<file path="config.mk">
export PLATFORM = sky130hd
export DESIGN_NAME = decoder_scan_sequencer
export DESIGN_NICKNAME = d
export VERILOG_FILES = /design/src/rtl/decoder_scan_sequencer.sv
export SDC_FILE = /design/constraint.sdc
export NUM_CORES = 1
export LEC_CHECK = 0
export CAP_MARGIN = 15
export CORE_MARGIN = 2
export CORE_UTILIZATION = 60
export DETAILED_ROUTE_END_ITERATION = 7
export HOLD_SLACK_MARGIN = 0.06
export PLACE_DENSITY = 0.83
export SYNTH_ARGS = -nofsm -noshare
export SYNTH_HDL_FRONTEND = slang
export SYNTH_SLANG_ARGS = --single-unit
export TNS_END_PERCENT = 50
</file>
<file path="constraint.sdc">
create_clock -name clk -period 9.9 [get_ports clk]
set_input_delay 0.99 -clock clk [delete_from_list [all_inputs] [get_ports clk]]
set_output_delay 0.99 -clock clk [all_outputs]
set_load 0.02 [all_outputs]
</file>
<file path="src/rtl/decoder_scan_sequencer.sv">
// rtl/decoder_scan_sequencer.sv - select/enable scan sequencer for a 3-to-8 decoder
// Walks enabled channels in ascending order with a dwell per channel and a one-cycle blanking gap.
module decoder_scan_sequencer #(
    parameter int SEL_W   = 3,
    parameter int DWELL_W = 8
) (
    input  logic                  clk,
    input  logic                  rst,
    input  logic                  start,
    input  logic                  stop,
    input  logic [2**SEL_W-1:0]   mask,
    input  logic [DWELL_W-1:0]    dwell,
    output logic [SEL_W-1:0]      sel,
    output logic                  en,
    output logic                  busy,
    output logic                  frame_done,
    output logic                  err
);
    localparam int N = 2**SEL_W;

    typedef enum logic [1:0] {IDLE, RUN, GAP} state_t;

    state_t              state, state_n;
    logic [SEL_W-1:0]    sel_n;
    logic                en_n, busy_n, frame_done_n, err_n;
    logic                stop_pending, stop_pending_n;
    logic [DWELL_W-1:0]  cnt, cnt_n;
    logic [DWELL_W-1:0]  dwell_q, dwell_q_n;
    logic [N-1:0]        mask_q, mask_q_n;
    logic [DWELL_W-1:0]  dwell_eff;
    logic [SEL_W-1:0]    low_idx, next_idx, probe;

    assign dwell_eff = (dwell == '0) ? DWELL_W'(1) : dwell;

    // Descending loops so the lowest index / smallest forward offset wins.
    always_comb begin
        low_idx  = '0;
        next_idx = sel;
        probe    = sel;
        for (int i = N - 1; i >= 0; i--) begin
            if (mask[i]) low_idx = SEL_W'(i);
        end
        for (int i = N - 1; i >= 1; i--) begin
            probe = sel + SEL_W'(i);
            if (mask_q[probe]) next_idx = probe;
        end
    end

    always_ff @(posedge clk or posedge rst) begin
        if (rst) begin
            state        <= IDLE;
            sel          <= '0;
            en           <= 1'b0;
            busy         <= 1'b0;
            frame_done   <= 1'b0;
            err          <= 1'b0;
            stop_pending <= 1'b0;
            cnt          <= '0;
            dwell_q      <= '0;
            mask_q       <= '0;
        end else begin
            state        <= state_n;
            sel          <= sel_n;
            en           <= en_n;
            busy         <= busy_n;
            frame_done   <= frame_done_n;
            err          <= err_n;
            stop_pending <= stop_pending_n;
            cnt          <= cnt_n;
            dwell_q      <= dwell_q_n;
            mask_q       <= mask_q_n;
        end
    end

    always_comb begin
        state_n        = state;
        sel_n          = sel;
        en_n           = en;
        busy_n         = busy;
        frame_done_n   = 1'b0;
        err_n          = 1'b0;
        stop_pending_n = stop_pending;
        cnt_n          = cnt;
        dwell_q_n      = dwell_q;
        mask_q_n       = mask_q;
        case (state)
            IDLE: begin
                if (start) begin
                    if (mask != '0) begin
                        state_n        = RUN;
                        mask_q_n       = mask;
                        dwell_q_n      = dwell_eff;
                        cnt_n          = dwell_eff - DWELL_W'(1);
                        sel_n          = low_idx;
                        en_n           = 1'b1;
                        busy_n         = 1'b1;
                        stop_pending_n = 1'b0;
                    end else begin
                        err_n = 1'b1;
                    end
                end
            end
            RUN: begin
                stop_pending_n = stop_pending | stop;
                if (cnt == '0) begin
                    state_n = GAP;
                    en_n    = 1'b0;
                end else begin
                    cnt_n = cnt - DWELL_W'(1);
                end
            end
            GAP: begin
                if (stop_pending || stop) begin
                    state_n        = IDLE;
                    busy_n         = 1'b0;
                    stop_pending_n = 1'b0;
                end else begin
                    state_n      = RUN;
                    en_n         = 1'b1;
                    sel_n        = next_idx;
                    cnt_n        = dwell_q - DWELL_W'(1);
                    frame_done_n = (next_idx <= sel);
                end
            end
            default: state_n = IDLE;
        endcase
    end
endmodule

</file>
# Yosys cells after proc, flatten, opt, wreduce, memory -nomap -nowiden
# Cells that the tools add are included.
# word_totals
register_bits	34
in_bits	20
out_inout_bits	7
wordCells	110
# classes
n_lt_le_gt_ge	8
n_eq_ne	8
n_reduce_logical	14
add_sub_neg	10
n_bitwise	1
n_mux	59
# op_table
op	count
$mux 3	18
$mux 8	5
$lt 3x4->1 const B	7
$pmux 8 s3	1
$sub 8x1->8 const B	3
$bmux 1 s3	7
$mux 1	20
$logic_not 8->1	2
$add 3x3->3 const B	4
$ne 2x2->1 const B	6
$reduce_and 4->1	3
$reduce_and 5->1	2
$reduce_bool 8->1	1
$add 3x2->3 const B	2
$mux 2	3
$pmux 1 s3	2
$pmux 2 s3	1
$pmux 3 s2	1
$reduce_and 3->1	2
$add 3x1->3 const B	1
$le 3x3->1	1
$reduce_bool 3->1	1
$eq 2x1->1 const B	1
$eq 2x2->1 const B	1
other kinds (5)	5

# Logic depth before layout (Yosys ltp)
# Gate-level depths: netlist of the first run.
# depth
depth_word	13
depth_mapped	16
ltp_nobuf	13

# Least setup slack after synthesis of the first run
# Ideal clock, no wire load.
# synth_path
kind	reg2reg
start	register sel[0]
end	register frame_done
t_arrival_ns	3.898
stages_incl_launch_ff	17
period_less_slack_ns	4.017
required_ns	9.781
setup_time_ns	0.119
path_buffers	3
slack_ns	5.883
path_cell_list	dfrtp_1 -> buf_2 -> clkbuf_1 -> inv_1 -> ha_1 -> clkbuf_1 -> mux4_2 -> mux2_2 -> a311oi_1 -> o21ai_1 -> xnor2_1 -> ha_1 -> inv_1 -> a21o_1 -> a21oi_1 -> a31oi_1 -> nor2_1
# synth_via
elab_chain_cells	13
elab_cells_between_ends	31
cone_classes	7 x add/sub; 1 x order compare; 23 x mux
# synth_lines
element	line_no	rtl
from (decl)	13	output logic [SEL_W-1:0] sel,
from (signal assigned)	63	sel <= sel_n;
$add 3x3->3	44	probe = sel + SEL_W'(i);
$bmux 1 s3	45	if (mask_q[probe]) next_idx = probe;
$mux 1 (not written as such)	45	
$mux 3 (7 in a row)	45	
$le 3x3->1 (*)	122	frame_done_n = (next_idx <= sel);
$mux 1 (*)	113	if (stop_pending || stop) begin
$mux 1 (*)	86	case (state)
net frame_done_n	25	logic en_n, busy_n, frame_done_n, err_n;
to (signal assigned)	66	frame_done <= frame_done_n;
to (decl)	16	output logic frame_done,
# Mark *: on every way through the listed nets, which the timed path passes. The rest lies on a longest branch. The select of a mux whose other input is x is not followed.
# A chain may end at the register's enable or synchronous reset.

# Worst setup path in the final report of the first run
# Same ends and word-level chain as after synthesis.

==> results of run 1 <==
[layout by cell type (no fill, tap or decap), types with 3 or more instances in the layout]
| master | count |
|---|---|
| a21oi_1 | 15 |
| a21oi_2 | 7 |
| a22o_1 | 6 |
| a22oi_1 | 3 |
| clkbuf_8 | 8 |
| clkdlybuf4s50_1 | 26 |
| dfrtp_1 | 34 |
| ha_1 | 10 |
| inv_1 | 12 |
| mux2_1 | 10 |
| mux2_2 | 5 |
| mux2_4 | 8 |
| mux2i_1 | 13 |
| mux4_2 | 11 |
| nand2_1 | 10 |
| nand3_1 | 3 |
| nand4_1 | 4 |
| nor2_1 | 24 |
| nor2_2 | 4 |
| nor3_1 | 5 |
| nor4_1 | 4 |
| o21ai_0 | 7 |
| o21ai_1 | 5 |
| xnor2_1 | 7 |
| xor2_1 | 3 |
[sequential cells by signal, indices dropped and copies added (netlist names)]
register and count:
sel 3, err 1, dwell_q 8, stop_pending 1
frame_done 1, busy 1, cnt 8, en 1
mask_q 8, state 2
[worst max path at each step]
| stage | depth (start not counted) | end | from | slack, ns |
|---|---|---|---|---|
| after floorplan | 16 | frame_done | sel[0] | 5.88 |
| after global placement | 13 | frame_done | sel[0] | 5.99 |
| after detailed placement | 13 | frame_done | sel[0] | 5.83 |
| after CTS | 13 | frame_done | sel[0] | 5.80 |
| after global routing | 13 | frame_done | sel[0] | 5.54 |
| final | 13 | frame_done | sel[0] | 5.80 |
[critical path, cell delays in order, from the launching register on]
cell and delay, ns:
dfrtp_1 0.95, inv_1 0.20, ha_1 0.58, mux4_2 0.62, mux2_2 0.31, a311oi_1 0.36, o21ai_1 0.17, xnor2_1 0.17
ha_1 0.18, inv_1 0.04, a21o_1 0.17, a21oi_1 0.13, a31oi_1 0.05, nor2_1 0.10
[cells by family after synthesis]
| group | after synthesis | synth area share [%] |
|---|---|---|
| AO/OA/AOI/OAI | 69 | 18.6 |
| AND/OR/NAND/NOR | 66 | 12.2 |
| multiplexers | 47 | 24.9 |
| flip-flops | 34 | 31.7 |
| buffers and inverters | 26 | 4.62 |
| XOR/XNOR | 10 | 3.27 |
| adder cells (fa/ha/maj) | 10 | 4.67 |
[per-stage QoR]
step / hold slack, ns / util [%] / instance area [µm²] / setup WS (ns)
after global placement: 0.473 / 68.4 / 2960 / 5.99
after CTS: 0.504 / 70.9 / 3070 / 5.80
final: 0.493 / 70.9 / 3070 / 5.80
after detailed placement: 0.488 / 68.4 / 2960 / 5.83
after floorplan: 0.459 / - / 2680 / 5.88
after global routing: 0.529 / 70.9 / 3070 / 5.54
[power breakdown]
group	internal [mW]	total, mW	switching [mW]	leakage [nW]
logic	0.379	0.758	0.379	0.797
clock network	0.0703	0.122	0.0521	0.0575
registers	0.200	0.292	0.0919	0.401
total	0.650	1.17	0.523	1.26
[per-layer routing]
| metal | part of all wire, % | vias up | wire length [µm] | GRT usage [%] |
|---|---|---|---|---|
| met2 | 49 | 61 | 2900 | 40.6 |
| met3 | 4.7 | 13 | 277 | 5.13 |
| met1 | 44 | 1059 | 2570 | 33.2 |
| met5 | 0 | - | 0 | 0 |
| met4 | 2.2 | 0 | 128 | 10.3 |
| li1 | - | 1035 | - | - |
[area by class of cell]
type / count / area (µm²) / area share [%]
clock buffer: 8 / 110 / 3.59
inverter: 14 / 52.6 / 1.71
multi-input combinational: 202 / 1720 / 56.1
sequential: 34 / 851 / 27.7
tap: 52 / 65.1 / 2.12
timing repair buffer: 27 / 268 / 8.73
==> results.py, run 1 <==
metrics = {
    "sta": {
        "finalCriticalPeriod_ns": 4.10,
        "setup_violations": 0,
        "clock_skew_ns": 0.0123,
        "fin_crit_sh_pct": 41.5,
        "setup_tns_ns": 0,
        "hold_violations": 0,
        "maxSlewViolCount": 0,
        "rsz0062_at_grt": "false",
        "tightest_slew_ns": 1.14,
        "relSlewSlack_pct": 24.1,
        "clock.fmax_ghz": 0.244,
    },
    "logic_synthesis": {
        "yosysTopAreaCellShare_pct": 31.7,
        "yosysMostFrequentCell": "dfrtp_1",
        "yosysUniqueCellTypes": 54,
        "syn-num-nets": 292,
        "synth.avg_cell_area_um2": 10.2,
        "synth_ff_type": "dfrtp_1",
        "yosysSeqAreaShare_pct": 31.7,
        "synthTopCellsByCount": "dfrtp_1 (34), nor2_1 (24), a21oi_1 (15)",
        "syn_area_mm2": 0.00268,
        "yosysTopAreaCell": "dfrtp_1",
        "synth-edff-count": 0,
        "synthCells": 262,
        "ys_warn_count": 0,
        "synth.top_cells.by_area": "dfrtp_1 (32%), mux4_2 (9.2%), mux2i_1 (4.9%), ha_1 (4.7%), mux2_4 (4.5%)",
        "async_reset_ff_share_pct": 100,
        "synth_seq_cells": 34,
    },
    "clock_tree": {
        "post_cts_buffers": 0,
        "clock_sinks": 34,
        "cts_tree": "built",
        "cts-resized-gates": 0,
        "cts_made_buffers": 5,
        "ctsHtreeMaxLevel": 2,
        "cts.reportedPaths.clkPinSlew_ns": 0.08,
        "clock_latency_ns": 0.29,
        "cts-root-buf": "clkbuf_8",
        "ctsLongestPathBuffers": 2,
        "holdBufCountCts": 0,
    },
    "hold_path": {
        "timing.hold.worst.class": "register to register",
        "hold_path.startpoint": "dwell_q[1]",
        "min_to": "dwell_q[1]",
        "worstHoldPathCells": 1,
    },
    "cells_and_area": {
        "final_cell_count_no_fill": 337,
        "area_delta_synth_final_pct": 14.4,
        "nets": 314,
        "drive_above_1_share_pct": 17.2,
        "num-fill-cells": 326,
        "n_antenna_cell": 0,
    },
    "critical_path": {
        "worstPathArrival_ns": 4.33,
        "worstSetupStartpointType": "register",
        "rr_worst_depth": 13,
        "cp_max_fo": 22,
        "end_kind": "register",
        "rrSetupSlack_ns": 5.80,
        "critPathRequiredTime_ns": 10.13,
        "critical_path_class": "register to register",
        "reg2reg_from": "sel[0]",
        "r2r_end": "frame_done",
    },
    "floorplanning": {
        "start_util_pct": 62.0,
        "pin_count": 27,
        "die_w_um": 70.8,
        "fp.dieArea_mm2": 0.00502,
        "rows": 24,
        "die_h_um": 70.8,
        "core_mm2": 0.00432,
    },
    "placement": {
        "placed_cells": 329,
        "detailed_place_hpwl_um": 4280,
        "port-buffer-count": 26,
        "routabilityCongestion": 0.919,
    },
    "global_routing": {
        "track_usage_pct": 25.1,
        "grt_pass1_wl_um": 9940,
        "gr-total-overflow": 0,
        "grt_pass1_vias": 2127,
        "grt_start_max_net_pins": 35,
        "grt_antenna_before_repair": 0,
    },
    "drt": {
        "ant_nets": 0,
        "wirelength_um": 5880,
        "vias": 2168,
        "viasPerCell": 6.43,
        "wire_per_inst_um": 17.4,
        "drc_errors": 0,
        "drt_iter0_drc": 223,
        "drt-pass1-iter-count": 4,
    },
    "flow_run": {
        "max_cap_violations": 0,
    },
    "status": {
        "status": "complete, no violations",
    },
    "power": {
        "finalPower_mw": 1.17,
        "p_leak_nw": 1.26,
        "powerDensity_mw_per_mm2": 382,
        "vdd_drop_max_mv": 0.168,
    },
}
Note: power is estimated with default switching activity, not from simulation.
==> run 2, diff against run 1 <==
Settings changed: CORE_UTILIZATION 60 to 52, PLACE_DENSITY 0.83 to 0.77.
Clock period 9.9 ns to 3.45 ns, I/O delays scaled along.
==> run 2 against run 1 <==
Sequential share of layout area is 0.60 points lower. Global-route usage decreased by 1.7 points. Hold slack got worse by 0.046 ns. Setup slack got worse by 5.4 ns. Die area increased by 14%. Register-to-register slack got worse by 5.4 ns. Design area up 2.4%. Maximum frequency rose by 33%. First-iteration DRC count fell by 4.0%. Cell count increased by 7.1%. Clock power grew to 3.1 times the previous value. Critical path type unchanged. Critical endpoint unchanged.
==> results.py, run 2 (synthesized netlist as in run 1, its figures left out) <==
metrics = {
    "cells_and_area": {
        "nets": 320,
        "final_common_cell": "dfrtp_1",
        "final_cell_mix": "dfrtp_1 (33), clkdlybuf4s50_1 (26), nor2_1 (24), a21oi_1 (15), mux2i_1 (13)",
        "n_antenna_cell": 0,
        "num-fill-cells": 424,
        "final_cell_count_no_fill": 361,
        "utilization_pct": 62.3,
        "area_delta_synth_final_pct": 17.1,
        "multi_input_area_mm2": 0.00172,
        "ff_latch_area_um2": 852,
        "drive_above_1_share_pct": 19.2,
        "top_regs": "cnt: 8 flops, dwell_q: 8 flops, mask_q: 8 flops",
    },
    "sta": {
        "fin_hold_ws_ns": 0.447,
        "rsz0062_at_grt": "false",
        "clock.fmax_ghz": 0.324,
        "finalCriticalPeriod_ns": 3.09,
        "relSlewSlack_pct": 26.2,
        "tightest_slew_ns": 1.11,
        "setup_violations": 0,
        "hold_violations": 0,
        "fin_crit_sh_pct": 89.5,
        "clock_skew_ns": 0.0133,
        "maxSlewViolCount": 0,
        "setup_tns_ns": 0,
    },
    "status": {
        "status": "complete, no violations",
    },
    "power": {
        "p_leak_nw": 1.28,
        "powerDensity_mw_per_mm2": 1100,
        "vdd_drop_max_mv": 0.508,
    },
    "critical_path": {
        "cp_max_fo": 21,
        "critPathRequiredTime_ns": 3.69,
        "critical_path_class": "register to register",
        "worstSetupStartpointType": "register",
        "worstPathArrival_ns": 3.32,
        "end_kind": "register",
    },
    "placement": {
        "detailed_place_hpwl_um": 4460,
        "port-buffer-count": 26,
        "placed_cells": 353,
        "routabilityCongestion": 0.985,
    },
    "clock_tree": {
        "cts-resized-gates": 0,
        "ctsLongestPathBuffers": 2,
        "cts_made_buffers": 5,
        "holdBufCountCts": 0,
        "clock_sinks": 34,
        "clock_latency_ns": 0.30,
        "cts-root-buf": "clkbuf_8",
        "cts_tree": "built",
        "cts.reportedPaths.clkPinSlew_ns": 0.09,
        "post_cts_buffers": 0,
        "ctsHtreeMaxLevel": 2,
    },
    "global_routing": {
        "grt_pass1_vias": 2075,
        "gr-total-overflow": 0,
        "grt_antenna_before_repair": 0,
        "track_usage_pct": 23.4,
        "grt_pass1_wl_um": 10200,
        "grt_start_max_net_pins": 35,
    },
    "floorplanning": {
        "rows": 26,
        "die_w_um": 75.8,
        "core_mm2": 0.00504,
        "fp.dieArea_mm2": 0.00574,
        "die_h_um": 75.8,
        "start_util_pct": 53.2,
        "pin_count": 27,
    },
    "drt": {
        "wl_met1_um": 2700,
        "drt_iter0_drc": 214,
        "wirelength_um": 6070,
        "dr.max_layer_used": "met4",
        "dr_wl_met3_um": 237,
        "ant_nets": 0,
        "drc_errors": 0,
        "wire_per_inst_um": 16.8,
        "met2_length_um": 3020,
        "vias": 2187,
        "viasPerCell": 6.06,
        "drt-pass1-iter-count": 4,
    },
    "hold_path": {
        "timing.hold.worst.class": "input port to asynchronous set/reset pin",
    },
    "flow_run": {
        "max_cap_violations": 0,
    },
}
[run 2: layout make-up]
class,count,area share [%]
tap,70,2.79
clock inverter,3,1.43
clock buffer,5,2.19
sequential,34,27.1
multi-input combinational,202,54.8
inverter,14,1.67
timing repair buffer,33,9.96
[run 2: report_power, final]
group	internal [mW]	total [mW]	switching (mW)
sequential	0.575	0.777	0.202
clock	0.215	0.377	0.162
combinational	1.12	2.29	1.17
total	1.91	3.45	1.53
[run 2: through the flow]
stage | worst slack [ns] | power, mW | cell area, µm²
final | 0.362 | 3.45 | 3140
after global routing | 0.138 | 3.71 | 3140
after CTS | 0.394 | 3.42 | 3140
after detailed placement | 0.415 | 3.04 | 3030
after global placement | 0.472 | 3.00 | 3030
after floorplan | 0.0161 | 2.57 | 2700
[run 2: path summary, 6_finish.rpt]
kind / start / endpoint / slack (ns) / cells after the start
min: rst / dwell_q[4] / 0.45 / 3
max: sel[0] / frame_done / 0.36 / 14
max in group asynchronous: rst / sel[0] / 2.67 / 3
min in group clk: dwell_q[1] / dwell_q[1] / 0.49 / 1
max reg2reg: sel[0] / frame_done / 0.36 / 14
min reg2reg: dwell_q[1] / dwell_q[1] / 0.49 / 1
[run 2: worst max-delay path, cell delays in order, from the launching register on]
cell and delay [ns]:
dfrtp_2 0.36, buf_4 0.29, ha_1 0.39, xnor2_1 0.17, buf_4 0.19, mux2_2 0.33
a311oi_1 0.30, o21ai_1 0.18, xnor2_1 0.17, ha_1 0.16, inv_1 0.04, a21o_1 0.16
a21oi_1 0.13, a31oi_1 0.06, nor2_1 0.09
[run 2: routing by layer]
metal	GRT usage, %	up-vias
li1	-	1046
met1	33.7	1071
met2	36.3	56
met3	3.17	14
met4	8.38	0
met5	0	-
